<file path="src/rtl/bcd_scan_display.sv">
// Binary-to-BCD converter (shift-add-3, one bit per clock) feeding a
// multiplexed 7-segment scanner with leading-zero blanking and overflow dashes.
module bcd_scan_display #(
    parameter int WIDTH    = 8,
    parameter int DIGITS   = 3,
    parameter int SCAN_DIV = 1000,
    parameter int SEG_INV  = 0
) (
    input  logic              clock,
    input  logic              Reset,
    input  logic [WIDTH-1:0]  IN,
    input  logic              load,
    input  logic              blank_en,
    output logic              busy,
    output logic              done,
    output logic              ovf,
    output logic [DIGITS-1:0] S,
    output logic [6:0]        LED
);

    localparam int BW = 4 * DIGITS;
    localparam int CW = (WIDTH > 1) ? $clog2(WIDTH) : 1;
    localparam int PW = $clog2(SCAN_DIV);
    localparam int IW = (DIGITS > 1) ? $clog2(DIGITS) : 1;

    localparam logic [1:0] ST_IDLE   = 2'd0;
    localparam logic [1:0] ST_SHIFT  = 2'd1;
    localparam logic [1:0] ST_COMMIT = 2'd2;

    localparam logic [DIGITS-1:0] INV_S = (SEG_INV != 0) ? {DIGITS{1'b1}} : {DIGITS{1'b0}};
    localparam logic [6:0]        INV_L = (SEG_INV != 0) ? 7'h7F : 7'h00;

    function automatic logic [31:0] max_value(input int unsigned n);
        logic [31:0] p;
        p = 32'd1;
        for (int unsigned k = 0; k < n; k++) p = p * 32'd10;
        return p - 32'd1;
    endfunction

    localparam logic [31:0] MAX_VAL = max_value(DIGITS);

    function automatic logic [6:0] seg_of(input logic [3:0] nib);
        case (nib)
            4'd0:    return 7'h3F;
            4'd1:    return 7'h06;
            4'd2:    return 7'h5B;
            4'd3:    return 7'h4F;
            4'd4:    return 7'h66;
            4'd5:    return 7'h6D;
            4'd6:    return 7'h7D;
            4'd7:    return 7'h07;
            4'd8:    return 7'h7F;
            4'd9:    return 7'h6F;
            default: return 7'h00;
        endcase
    endfunction

    logic [1:0]       state;
    logic [CW-1:0]    bit_cnt;
    logic [WIDTH-1:0] bin_sr;
    logic [BW-1:0]    bcd_sr;
    logic [BW-1:0]    bcd_adj;
    logic             ovf_next;
    logic [BW-1:0]    disp;
    logic [31:0]      in_ext;

    logic [PW-1:0]     presc;
    logic [IW-1:0]     idx;
    logic [3:0]        cur_nib;
    logic              nz_above;
    logic [6:0]        seg_next;
    logic [DIGITS-1:0] sel_next;

    assign busy   = (state != ST_IDLE);
    assign in_ext = 32'(IN);

    // Add 3 to every BCD nibble that is 5 or more before the shift
    always_comb begin
        bcd_adj = bcd_sr;
        for (int unsigned i = 0; i < DIGITS; i++) begin
            if (bcd_sr[4*i +: 4] >= 4'd5) bcd_adj[4*i +: 4] = bcd_sr[4*i +: 4] + 4'd3;
        end
    end

    // Conversion FSM: capture, WIDTH shift cycles, commit to display register
    always_ff @(posedge clock) begin
        if (Reset) begin
            state    <= ST_IDLE;
            bit_cnt  <= '0;
            bin_sr   <= '0;
            bcd_sr   <= '0;
            ovf_next <= 1'b0;
            disp     <= '0;
            ovf      <= 1'b0;
            done     <= 1'b0;
        end else begin
            done <= 1'b0;
            case (state)
                ST_IDLE: begin
                    if (load) begin
                        bin_sr   <= IN;
                        bcd_sr   <= '0;
                        ovf_next <= (in_ext > MAX_VAL);
                        bit_cnt  <= '0;
                        state    <= ST_SHIFT;
                    end
                end
                ST_SHIFT: begin
                    {bcd_sr, bin_sr} <= {bcd_adj[BW-2:0], bin_sr, 1'b0};
                    if (bit_cnt == CW'(WIDTH - 1)) state <= ST_COMMIT;
                    else                           bit_cnt <= bit_cnt + 1'b1;
                end
                ST_COMMIT: begin
                    disp  <= bcd_sr;
                    ovf   <= ovf_next;
                    done  <= 1'b1;
                    state <= ST_IDLE;
                end
                default: state <= ST_IDLE;
            endcase
        end
    end

    // Free-running dwell prescaler and digit scan index
    always_ff @(posedge clock) begin
        if (Reset) begin
            presc <= '0;
            idx   <= '0;
        end else if (presc == PW'(SCAN_DIV - 1)) begin
            presc <= '0;
            idx   <= (idx == IW'(DIGITS - 1)) ? '0 : idx + 1'b1;
        end else begin
            presc <= presc + 1'b1;
        end
    end

    // Segment pattern for the current slot: dashes on overflow, else blanking, else digit
    always_comb begin
        cur_nib  = 4'd0;
        nz_above = 1'b0;
        sel_next = '0;
        for (int unsigned i = 0; i < DIGITS; i++) begin
            if (idx == IW'(i)) begin
                cur_nib     = disp[4*i +: 4];
                sel_next[i] = 1'b1;
            end
            if (IW'(i) >= idx && disp[4*i +: 4] != 4'd0) nz_above = 1'b1;
        end
        if (ovf)                                  seg_next = 7'h40;
        else if (blank_en && idx != '0 && !nz_above) seg_next = 7'h00;
        else                                      seg_next = seg_of(cur_nib);
    end

    // Output register: select and segments change on the same edge
    always_ff @(posedge clock) begin
        if (Reset) begin
            S   <= DIGITS'(1) ^ INV_S;
            LED <= 7'h3F ^ INV_L;
        end else begin
            S   <= sel_next ^ INV_S;
            LED <= seg_next ^ INV_L;
        end
    end

endmodule

</file>
<file path="config.mk">
export PLATFORM = sky130hd
export DESIGN_NAME = bcd_scan_display
export DESIGN_NICKNAME = d
export VERILOG_FILES = /design/src/rtl/bcd_scan_display.sv
export SDC_FILE = /design/constraint.sdc
export NUM_CORES = 1
export LEC_CHECK = 0
export CORE_ASPECT_RATIO = 2
export CORE_UTILIZATION = 50
export CTS_BUF_LIST = sky130_fd_sc_hd__clkbuf_16
export CTS_CLUSTER_DIAMETER = 60
export DETAILED_ROUTE_END_ITERATION = 10
export GPL_ROUTABILITY_DRIVEN = 0
export HOLD_SLACK_MARGIN = 0.12
export PLACE_DENSITY = 0.81
export SKIP_LAST_GASP = 1
export SYNTH_ARGS = -nofsm -noshare
export SYNTH_HDL_FRONTEND = slang
export SYNTH_SLANG_ARGS = --single-unit
</file>
<file path="constraint.sdc">
create_clock -name clock -period 4.95 [get_ports clock]
set_clock_uncertainty 0.2 [all_clocks]
set_input_delay 0.99 -clock clock [delete_from_list [all_inputs] [get_ports clock]]
set_output_delay 0.99 -clock clock [all_outputs]
set_load 0.005 [all_outputs]
</file>
==> out/qor.yml <==
run_status:
  status: "finished clean"
layout:
  n_antenna_cell: 0
  drive_above_1_share: 0.0760
  fillers: 475
  syn2layout_area_growth_pct: 18.3
  nets: 364
  final_util: 0.608
  seq_area_sq_um: 1200
  multiInputGateArea_sq_um: 1430
setup_path:
  crit_path_max_fanout: 8
  crit_slowest_cell: "clkdlybuf4s50_1"
  critPathCaptureType: "primary output"
  required_ps: 3760
  slowest_delay_ps: 440
  path_cells: "or2_2 -> clkdlybuf4s50_1"
  r2r_slack_ps: 2690
  worstSetupPathType: "flip-flop to primary output"
  r2r_cells: 8
  cp-start-kind: "flip-flop"
  worstPathArrival_ps: 1470
detailed_routing:
  drtPass1Iterations: 4
  route.detailed.drc: 0
  wirelength_mm: 5.14
  wl_met1_mm: 1.96
  met2_length_mm: 2.88
  top_layer_used: "met4"
  drt.antenna.violating_nets: 0
  dr_wl_met3_um: 139
  vias: 2199
  wire_per_inst_um: 12.8
  viasPerCell: 5.47
  drt_iter0_drc: 30
timing:
  worst_pin_slew_ps: 743
  final.setup.tns_ps: 0
  fmax_mhz: 376
  slew_headroom: 0.503
  fin_hold_ws_ps: 240
  setup_violations: 0
  fin_crit_ps: 2660
  rsz0062_at_grt: "false"
  maxSlewViolCount: 0
  post-route-period-util: 0.537
  hold_violations: 0
  worst_slack_ps: 2290
global_route:
  antenna_found_initial: 0
  grt_overflow_total: 0
  track_usage: 0.215
  grt_first_pass_wirelength_mm: 9.11
  grt_pass1_vias: 2206
  grt_max_degree: 34
yosys:
  synth_top_family_by_area: "simple AND/OR/NAND/NOR gates"
  synth_xor_area_frac: 0.0444
  yosysMostFrequentCell: "dfxtp_1"
  synth_compound_area_frac: 0.166
  synth_edf_count: 0
  synthMuxAreaShare: 0.0308
  synth_adder_area_share: 0.0589
  yosysSeqAreaShare: 0.435
  ys_types: 45
  post_synth.cell_area_avg_sq_um: 8.63
  yosysWarnings: 0
  synth.top_cell.area_share: 0.435
  syn-num-nets: 345
  yosysTopAreaCell: "dfxtp_1"
  ys_top_cells_by_count: "60 x dfxtp_1, 50 x nand2_1, 39 x nor2_1"
  synthesis.area_sq_um: 2760
  synth_cells: 320
  ys_seq_elements: 60
  yosys_most_used_dff: "dfxtp_1"
  synth_area_leaders: "dfxtp_1 43%, nand2_1 6.8%, ha_1 5.9%"
  async_reset_ff_frac: 0
  yosys.area_share.simple: 0.217
clock_network:
  clkTransAtPathRegs_ps: 50
  root_buffer: "clkbuf_16"
  clock_sinks: 60
  ctsResizeCount: 0
  postCtsSetupBuffers: 0
  clk_latency_ps: 330
  cts_tree: "built"
  clockBufferDepth: 2
  hold_buffers: 0
  cts_buffers: 9
  cts_max_level: 3
placed_design:
  io_buffers: 23
  pre_cts_ws_ps: 1970
  dpl.hpwl_mm: 3.66
floorplanning:
  dieArea_sq_um: 5840
  pin_count: 25
  core_area_sq_um: 5370
  initial_core_util: 0.514
  rows: 38
  fp.dieH_um: 107
  die_x_um: 54.6
job:
  drv_cap: 0
power_and_ir_drop:
  peakVddDrop_mv: 0.282
  cellPowerDensity_nw_per_um2: 344
  leakagePower_nw: 1.26
min_path:
  hp-class: "flip-flop to flip-flop"
  hold_depth: 1
layout make-up:
| cell class | instances | area share |
|---|---|---|
| clock buffers | 9 | 0.0689 |
| multi-input cells | 232 | 0.439 |
| clock inverters | 5 | 0.0142 |
| repair buffers | 25 | 0.0751 |
| well taps | 60 | 0.0230 |
| inverters | 11 | 0.0126 |
| flip-flops and latches | 60 | 0.368 |
cells by family after synthesis:
family,count (synthesis)
compound gates,65
xor+xnor,14
fa+ha+maj,13
buf+inv,28
flops,60
mux,8
other cells,1
simple gates,131
cells in the final DEF (no fill, tap or decap), types with 5 or more instances in the layout:
master / Yosys / final
nand2b_1: 9 / 9
o21ai_0: 6 / 6
nor2_1: 39 / 39
nor3_1: 6 / 6
dfxtp_1: 60 / 60
a22oi_1: 7 / 7
a311oi_1: 7 / 7
nand3_1: 5 / 5
o21bai_1: 5 / 5
nand2_1: 50 / 50
a21oi_1: 25 / 25
xnor2_1: 11 / 11
clkbuf_16: 0 / 9
mux2i_1: 7 / 7
clkdlybuf4s50_1: 0 / 23
inv_1: 11 / 12
ha_1: 13 / 13
metal layers:
layer	vias to the layer above	GRT usage
met5	-	0
met4	0	0.154
met3	14	0.0496
met2	35	0.371
met1	1029	0.206
li1	1121	-
flip-flops by register name (all words and copies together), names as in the netlist:
name     count
bcd_sr      12
disp        12
presc       10
bin_sr       8
LED          7
S            3
bit_cnt      3
idx          2
state        2
done         1
final timing paths:
path	start	end
max	state[0]$_SDFFE_PP0P_	busy
max reg2reg	idx[0]$_SDFFE_PP0N_	LED[5]$_SDFF_PP1_
min reg2reg	presc[0]$_SDFF_PP0_	presc[0]$_SDFF_PP0_
min	presc[0]$_SDFF_PP0_	presc[0]$_SDFF_PP0_
critical path, delay by kind of cell, from the launching register on:
family | cells | cell delay (ps)
buffers and inverters | 1 | 440
DFF | 1 | 380
and+or+nand+nor | 1 | 320
through the flow:
stage	std cells	instance area, sq um	power [mW]
global route	402	3270	1.16
detailed placement	388	3000	0.561
CTS	402	3270	1.13
global placement	388	3000	0.559
finish	402	3270	1.12
floorplan	320	2760	0.544
report_power, final:
part	internal, mW	total (mW)	switching [mW]
sequential	0.494	0.500	0.00640
clock	0.376	0.572	0.197
combinational	0.0225	0.0510	0.0285
Note: power is estimated with default switching activity, not from simulation.
